$ cat src/rtl/axis_img_source.sv
// AXI4-Stream frame source: raster-reads one frame from a 1-cycle-latency pixel memory
// and streams it with tuser on start-of-frame and tlast on end-of-row through a 4-deep FIFO.
module axis_img_source #(
  parameter int AXISIN_DATA_WIDTH = 24,
  parameter int SRC_IMG_WIDTH     = 960,
  parameter int SRC_IMG_HEIGHT    = 540,
  parameter int MEM_ADDR_WIDTH    = 20
) (
  input  logic                           clk,
  input  logic                           rst,
  input  logic                           start,
  input  logic [MEM_ADDR_WIDTH-1:0]      base_addr,
  output logic                           busy,
  output logic                           done,
  output logic                           mem_rd_en,
  output logic [MEM_ADDR_WIDTH-1:0]      mem_rd_addr,
  input  logic [AXISIN_DATA_WIDTH-1:0]   mem_rd_data,
  output logic                           m_axis_tvalid,
  input  logic                           m_axis_tready,
  output logic [AXISIN_DATA_WIDTH-1:0]   m_axis_tdata,
  output logic [AXISIN_DATA_WIDTH/8-1:0] m_axis_tkeep,
  output logic [AXISIN_DATA_WIDTH/8-1:0] m_axis_tstrb,
  output logic                           m_axis_tlast,
  output logic                           m_axis_tuser,
  output logic                           m_axis_tid,
  output logic                           m_axis_tdest
);

  localparam int XW = (SRC_IMG_WIDTH > 1) ? $clog2(SRC_IMG_WIDTH) : 1;
  localparam int YW = (SRC_IMG_HEIGHT > 1) ? $clog2(SRC_IMG_HEIGHT) : 1;
  localparam int FW = AXISIN_DATA_WIDTH + 2;
  localparam logic [XW-1:0] X_LAST = XW'(SRC_IMG_WIDTH - 1);
  localparam logic [YW-1:0] Y_LAST = YW'(SRC_IMG_HEIGHT - 1);

  typedef enum logic [1:0] {IDLE, RUN, DRAIN, DONE} state_t;

  state_t                    state_reg;
  logic [XW-1:0]             x_reg;
  logic [YW-1:0]             y_reg;
  logic [MEM_ADDR_WIDTH-1:0] addr_reg;
  logic                      inflight_reg;
  logic                      infl_sof_reg;
  logic                      infl_eol_reg;
  logic [FW-1:0]             fifo_mem [4];
  logic [1:0]                wr_ptr_reg;
  logic [1:0]                rd_ptr_reg;
  logic [2:0]                count_reg;

  logic          issue;
  logic          push;
  logic          pop;
  logic [FW-1:0] head;

  // Reserve a FIFO slot for every outstanding read so returning data can never overflow it.
  assign issue = (state_reg == RUN) && (({1'b0, count_reg} + {3'b000, inflight_reg}) < 4'd4);
  assign push  = inflight_reg;
  assign pop   = m_axis_tvalid && m_axis_tready;
  assign head  = fifo_mem[rd_ptr_reg];

  always_ff @(posedge clk) begin
    if (rst) begin
      state_reg    <= IDLE;
      x_reg        <= '0;
      y_reg        <= '0;
      addr_reg     <= '0;
      inflight_reg <= 1'b0;
      infl_sof_reg <= 1'b0;
      infl_eol_reg <= 1'b0;
      wr_ptr_reg   <= '0;
      rd_ptr_reg   <= '0;
      count_reg    <= '0;
      for (int i = 0; i < 4; i++) fifo_mem[i] <= '0;
    end else begin
      inflight_reg <= issue;
      if (issue) begin
        infl_sof_reg <= (x_reg == '0) && (y_reg == '0);
        infl_eol_reg <= (x_reg == X_LAST);
      end

      if (push) begin
        fifo_mem[wr_ptr_reg] <= {infl_sof_reg, infl_eol_reg, mem_rd_data};
        wr_ptr_reg           <= wr_ptr_reg + 2'd1;
      end
      if (pop) rd_ptr_reg <= rd_ptr_reg + 2'd1;
      case ({push, pop})
        2'b10:   count_reg <= count_reg + 3'd1;
        2'b01:   count_reg <= count_reg - 3'd1;
        default: count_reg <= count_reg;
      endcase

      case (state_reg)
        IDLE: begin
          if (start) begin
            addr_reg  <= base_addr;
            x_reg     <= '0;
            y_reg     <= '0;
            state_reg <= RUN;
          end
        end
        RUN: begin
          if (issue) begin
            addr_reg <= addr_reg + MEM_ADDR_WIDTH'(1);
            if (x_reg == X_LAST) begin
              x_reg <= '0;
              if (y_reg == Y_LAST) begin
                y_reg     <= '0;
                state_reg <= DRAIN;
              end else begin
                y_reg <= y_reg + YW'(1);
              end
            end else begin
              x_reg <= x_reg + XW'(1);
            end
          end
        end
        // All reads are issued, so popping the only remaining item is the final beat.
        DRAIN: begin
          if (pop && (count_reg == 3'd1) && !inflight_reg) state_reg <= DONE;
        end
        DONE:    state_reg <= IDLE;
        default: state_reg <= IDLE;
      endcase
    end
  end

  assign busy          = (state_reg != IDLE);
  assign done          = (state_reg == DONE);
  assign mem_rd_en     = issue;
  assign mem_rd_addr   = addr_reg;
  assign m_axis_tvalid = (count_reg != 3'd0);
  assign m_axis_tdata  = head[AXISIN_DATA_WIDTH-1:0];
  assign m_axis_tlast  = head[AXISIN_DATA_WIDTH];
  assign m_axis_tuser  = head[AXISIN_DATA_WIDTH+1];
  assign m_axis_tkeep  = '1;
  assign m_axis_tstrb  = '1;
  assign m_axis_tid    = 1'b0;
  assign m_axis_tdest  = 1'b0;

endmodule
$ cat config.mk
export PLATFORM = sky130hd
export DESIGN_NAME = axis_img_source
export DESIGN_NICKNAME = d
export VERILOG_FILES = /design/src/rtl/axis_img_source.sv
export SDC_FILE = /design/constraint.sdc
export NUM_CORES = 1
export LEC_CHECK = 0
export CAP_MARGIN = 10
export CORE_ASPECT_RATIO = 2
export CORE_MARGIN = 8
export CORE_UTILIZATION = 45
export DETAILED_ROUTE_END_ITERATION = 16
export GPL_TIMING_DRIVEN = 0
export HOLD_SLACK_MARGIN = 0.06
export PLACE_DENSITY = 0.68
export REMOVE_ABC_BUFFERS = 1
export SETUP_SLACK_MARGIN = 0.5
export SYNTH_ARGS = -nofsm -noshare
export SYNTH_HDL_FRONTEND = slang
export SYNTH_SLANG_ARGS = --single-unit
export TNS_END_PERCENT = 20
$ cat constraint.sdc
create_clock -name clk -period 3.3 [get_ports clk]
set_clock_uncertainty 0.05 [all_clocks]
set_input_delay 0.99 -clock clk [delete_from_list [all_inputs] [get_ports clk]]
set_output_delay 0.99 -clock clk [all_outputs]
set_load 0.02 [all_outputs]
==> impl_metrics.ini, run 1 <==
[run_status]
status = completed

[worst_setup_path]
r2r_cells = 8
start_kind = register
slowest_delay_ns = 0.49
crit_required_ns = 2.26
crit_fanout = 4
end_kind = output port
cpMaxStageDelayCell = mux4_2
criticalPathCategory = register to output port
r2r-end = x_reg[4]
r2r_setup_slack_ns = 0.61
rr_startpoint = state_reg[1]
cp_cell_sequence = buf_4 > buf_12 > mux4_2 > dlygate4sd2_1
crit_arrival_ns = 1.93

[clocking]
numCtsBuffers = 17
h-tree-depth = 4
cts-root-buf = clkbuf_16
cts_tree = yes
postCtsHoldBufs = 0
clock_path_buffers = 2
cts_sinks = 158
clk_pin_slew_ns = 0.06
clock_latency_ns = 0.42

[min_path]
hold_path_end = infl_sof_reg
hp-class = register to register
holdPathStages = 2
holdCritStartpoint = infl_sof_reg

[floorplanning]
die_area_um2 = 21230
die_w_um = 107.1
start_util = 0.4592
coreArea_um2 = 16270
dieHeight_um = 198.2
rows = 66
io_pins = 106

[place]
dpl.hpwl_mm = 12.57
dp.cells = 936
routabilityCongestion = 0.8254
place_area_um2 = 8690
io_buffers = 97

[synthesis]
ys.flop_type = edfxtp_1
yosys_warnings = 0
synth.distinct_cells = 58
synthCells = 664
synth_compound_area_frac = 0.08039
synth_area_um2 = 7471
ys_ff_latch = 158
avgSynthCellArea_um2 = 11.25
synthXorXnorAreaFrac = 0.02227
synth_top_family_by_area = simple AND/OR/NAND/NOR gates
synth.area.mux_share = 0.08792
async_reset_ff_frac = 0
yosys.area_share.simple = 0.1710
synthAdderAreaFrac = 0.02512
synth_edf_count = 104
ys_seq_area_frac = 0.5627

[layout]
register_area_um2 = 4212
stdcell_count = 974
antenna_cells = 0
stdcell_area_um2 = 9341
mostFrequentLayoutCells = edfxtp_1, nor2_1, clkdlybuf4s50_1
regMostFlops = fifo_mem
layout-drive-gt1-share = 0.1234
fin_nets = 820
largest_reg_flops = 104
syn2layout_area_growth_pct = 25.04
multi_input_area_um2 = 2982
layout_commonest_cell = edfxtp_1
n_fill_cell = 1379

[global_route]
grt_first_pass_wirelength_mm = 29.45
grt_overflow = 0
antenna_found_initial = 0
grt_max_degree = 48
grt_pass1_vias = 5888
grt_use_total = 0.1770

[power_and_ir_drop]
p_leak_nw = 3.517
ir_drop_mv = 0.4465
power_density_nw_per_um2 = 717.9

[drt]
vias = 5383
drtIter0Drc = 260
final_antenna_net_count = 0
via_per_inst = 5.527
drt_pass1_iterations = 5
wl_mm = 18.28
route.detailed.drc = 0
wl_per_cell_um = 18.77

[sta]
slew_headroom = 0.3861
hold_viol = 0
fmax_mhz = 336.4
period_needed_ns = 2.972
slew_violations = 0
worst_pin_slew_ns = 0.9209
rsz0062_at_grt = yes
finalSetupViolations = 0
period_share = 0.9007

[flow_run]
cap_violations = 0
-- worst max-delay path by stage --
stage                 start                to  slack (ns)  depth (start not counted)
2_1_floorplan           rst    fifo_mem[0][0]        0.07                          2
3_3_place_gp            rst   fifo_mem[0][18]       -4.34                          3
3_5_place_dp   state_reg[1]          x_reg[4]       -0.19                          8
4_1_cts        state_reg[1]         mem_rd_en        0.28                          6
5_1_grt        state_reg[1]         mem_rd_en        0.24                          6
6_report           register  m_axis_tdata[17]        0.33                          4
-- critical path, delay by kind of cell, from the launching register on --
family,cells,cell delay [ns]
DFF,1,0.42
muxes,1,0.49
buffers and inverters,3,0.60
-- cell families after synthesis --
family | after synthesis
AO/OA/AOI/OAI | 91
XOR/XNOR | 19
adder cells (fa/ha/maj) | 15
buffers and inverters | 85
flip-flops | 158
multiplexers | 33
other | 2
AND/OR/NAND/NOR | 261
-- cells in the mapped netlist, types with 6 or more instances --
cell / number / area (um2)
and2_1: 28 / 175.2
clkbuf_1: 28 / 105.1
xnor2_1: 9 / 78.83
mux4_2: 26 / 585.6
a21oi_1: 26 / 130.1
nor2_1: 96 / 360.4
nand3_1: 20 / 100.1
dfxtp_1: 54 / 1081
o21ai_0: 22 / 110.1
xor2_1: 10 / 87.58
mux2i_1: 6 / 60.06
and3_1: 8 / 50.05
nor4_1: 8 / 50.05
ha_1: 15 / 187.7
buf_4: 8 / 60.06
a211oi_1: 10 / 75.07
inv_1: 39 / 146.4
edfxtp_1: 104 / 3123
nand4_1: 8 / 50.05
nor3_1: 10 / 50.05
nand2_1: 55 / 206.5
-- timing repair --
action,4_1_cts,5_1_grt
buffers inserted,4,0
resized for setup,43,11
gates cloned,1,0
setup endpoints to repair,46,41
-- final cells by class --
class                           count  area share
Inverter                           40     0.01607
Timing Repair Buffer              113      0.1264
Sequential cell                   158      0.4508
Clock buffer                       17     0.04554
Tap cell                          204     0.02732
Multi-Input combinational cell    427      0.3192
Clock inverter                     15     0.01460
-- per-layer routing --
metal	up-vias	GRT usage	routed length (um)
li1	2545	-	-
met1	2645	0.1719	6766
met2	163	0.3399	10260
met3	30	0.04461	916
met4	0	0.06929	338
met5	-	0	0
-- through the flow --
stage / total power [mW] / utilization / hold WS (ns) / setup slack [ns] / setup TNS [ns]
4_1_cts: 6.768 / 0.5748 / 0.4262 / 0.2802 / 0
3_5_place_dp: 4.850 / 0.5341 / 0.4159 / -0.1850 / -1.509
6_report: 6.706 / 0.5742 / 0.4202 / 0.3277 / 0
5_1_grt: 7.021 / 0.5742 / 0.4498 / 0.2380 / 0
2_1_floorplan: 3.851 / - / 0.3845 / 0.06529 / 0
3_3_place_gp: 4.686 / 0.5225 / 0.4105 / -4.338 / -458.03
-- where the power goes --
part | switching (mW) | internal [mW]
combinational | 1.27 | 0.995
clock | 0.820 | 1.05
sequential | 0.222 | 2.35
total | 2.31 | 4.40
(Power assumes the default switching activity.)
==> run 2: changes to the inputs <==
--- a/config.mk
+++ b/config.mk
@@ -13,6 +13,7 @@
 export GPL_TIMING_DRIVEN = 0
 export HOLD_SLACK_MARGIN = 0.06
 export PLACE_DENSITY = 0.68
+export RECOVER_POWER = 50
 export REMOVE_ABC_BUFFERS = 1
 export SETUP_SLACK_MARGIN = 0.5
 export SYNTH_ARGS = -nofsm -noshare
==> run 2 against run 1 <==
- the flow now finishes with violations (capacitance limit, slew limit)
- critical path type unchanged
- sequential cell count unchanged
- critical endpoint is now mem_rd_en
- die area unchanged
- non-clock buffer count unchanged
- worst setup slack got worse by 0.063 ns
- largest power group unchanged
==> impl_metrics.ini, run 2 (synthesized netlist as in run 1, its figures left out) <==
[layout]
n_fill_cell = 1392
antenna_cells = 0
fin_util = 0.5713
layout-drive-gt1-share = 0.1143
mostFrequentLayoutCells = edfxtp_1, nor2_1, clkdlybuf4s50_1
regMostFlops = fifo_mem
layout_commonest_cell = edfxtp_1
syn2layout_area_growth_pct = 24.40
largest_reg_flops = 104
fin_nets = 820

[global_route]
antenna_found_initial = 0
grt_first_pass_wirelength_mm = 29.45
grt_overflow = 0
grt_pass1_vias = 5888
grt_max_degree = 48
grt_use_total = 0.1770

[floorplanning]
die_area_um2 = 21230
coreArea_um2 = 16270
start_util = 0.4592
io_pins = 106
dieHeight_um = 198.2
die_w_um = 107.1
rows = 66

[sta]
worst_pin_slew_ns = 1.564
period_share = 0.9197
setup_tns_ns = 0
period_needed_ns = 3.035
worst_slack_ns = 0.2651
slew_headroom = -0.04350
hold_viol = 0
rsz0062_at_grt = yes
hold_slack_ns = 0.4204
fmax_mhz = 329.5
slew_violations = 54
finalSetupViolations = 0

[power_and_ir_drop]
p_sw_mw = 2.306
p_comb_frac = 0.336
seqPwrFrac = 0.385
ir_drop_mv = 0.4451
power_density_nw_per_um2 = 719.2
p_int_mw = 4.379
p_leak_nw = 3.481
power_mw = 6.684
p_clk_frac = 0.279
sw_frac_of_total = 0.3449

[clocking]
clk_pin_slew_ns = 0.06
numCtsBuffers = 17
clock_latency_ns = 0.42
clock_path_buffers = 2
cts_sinks = 158
h-tree-depth = 4
cts-root-buf = clkbuf_16
cts_tree = yes

[drt]
vias = 5389
wl_mm = 18.35
via_per_inst = 5.533
wl_per_cell_um = 18.84
drtIter0Drc = 266
final_antenna_net_count = 0
drt_pass1_iterations = 5
route.detailed.drc = 0

[place]
dpl.hpwl_mm = 12.57
place_ws_ns = -0.1850
io_buffers = 97
routabilityCongestion = 0.8254

[worst_setup_path]
crit_fanout = 29
end_kind = output port
start_kind = register
criticalPathCategory = register to output port
crit_arrival_ns = 1.99
crit_required_ns = 2.26

[run_status]
status = finished, violations left
violations = capacitance limit, slew limit

[flow_run]
cap_violations = 2

[min_path]
hp-class = register to register
## run 2: cell types whose count changed in the layout (fill, tap and decap cells not counted), sizes merged
cell and delta:
buf -3, clkbuf +3, clkdlybuf4s50 -2, dlygate4sd3 +2
## run 2: critical path, stage by stage, from the launching register on
cell,delay [ns]
dfxtp_1,0.34
inv_1,0.11
ha_1,0.26
buf_16,0.19
nand2_1,0.17
inv_1,0.17
clkdlybuf4s15_1,0.32
## run 2: what timing repair did
item                                    CTS  global route
hold endpoints to repair                  0             0
hold buffers                              0             0
endpoints found under the setup margin   46            41
gates cloned                              1             0
setup buffers                             4             0
gates resized for setup                  43            11
## run 2: power groups by stage
| stage | sequential [mW] | clock (mW) | combinational, mW |
|---|---|---|---|
| 2_1_floorplan | 2.69 | 0 | 1.16 |
| 3_3_place_gp | 2.65 | 0 | 2.03 |
| 3_5_place_dp | 2.61 | 0 | 2.24 |
| 4_1_cts | 2.57 | 1.89 | 2.30 |
| 5_1_grt | 2.60 | 1.96 | 2.43 |
| 6_report | 2.57 | 1.87 | 2.24 |
## run 2: path summary, 6_finish.rpt
kind                                    from      endpoint  slack [ns]  depth (start not counted)
worst min-delay path            infl_sof_reg  infl_sof_reg        0.42                          2
worst max register to register  state_reg[1]      x_reg[4]        0.52                          8
worst max-delay path            state_reg[1]     mem_rd_en        0.27                          6
worst min register to register  infl_sof_reg  infl_sof_reg        0.42                          2
## run 2: layout make-up
type	count	area, um2	area share
Multi-Input combinational cell	427	2945	0.3169
Sequential cell	158	4212	0.4532
Tap cell	204	255.2	0.02746
Timing Repair Buffer	113	1170	0.1259
Inverter	40	150.1	0.01616
Clock buffer	17	425.4	0.04577
Clock inverter	15	136.4	0.01467
## run 2: layer usage
| metal | vias to the layer above | global-route usage | routed length, um | part of all wire |
|---|---|---|---|---|
| met5 | - | 0 | 0 | 0 |
| met4 | 0 | 0.06929 | 363 | 0.020 |
| met3 | 30 | 0.04461 | 1028 | 0.056 |
| met2 | 182 | 0.3399 | 10280 | 0.56 |
| met1 | 2629 | 0.1719 | 6676 | 0.36 |
| li1 | 2548 | - | - | - |
## run 2: through the flow
step / cells / area [um2]
floorplan: 625 / 7273
global placement: 926 / 8499
detailed placement: 936 / 8690
CTS: 973 / 9351
global route: 974 / 9294
finish: 974 / 9294
==> run 3: changes to the inputs <==
--- a/config.mk
+++ b/config.mk
@@ -5,6 +5,7 @@
 export SDC_FILE = /design/constraint.sdc
 export NUM_CORES = 1
 export LEC_CHECK = 0
+export ABC_CLOCK_PERIOD_IN_PS = 3300
 export CAP_MARGIN = 10
 export CORE_ASPECT_RATIO = 2
 export CORE_MARGIN = 8
==> results of run 3 <==
The final DEF is identical to that of run 2; final timing and power are the same.
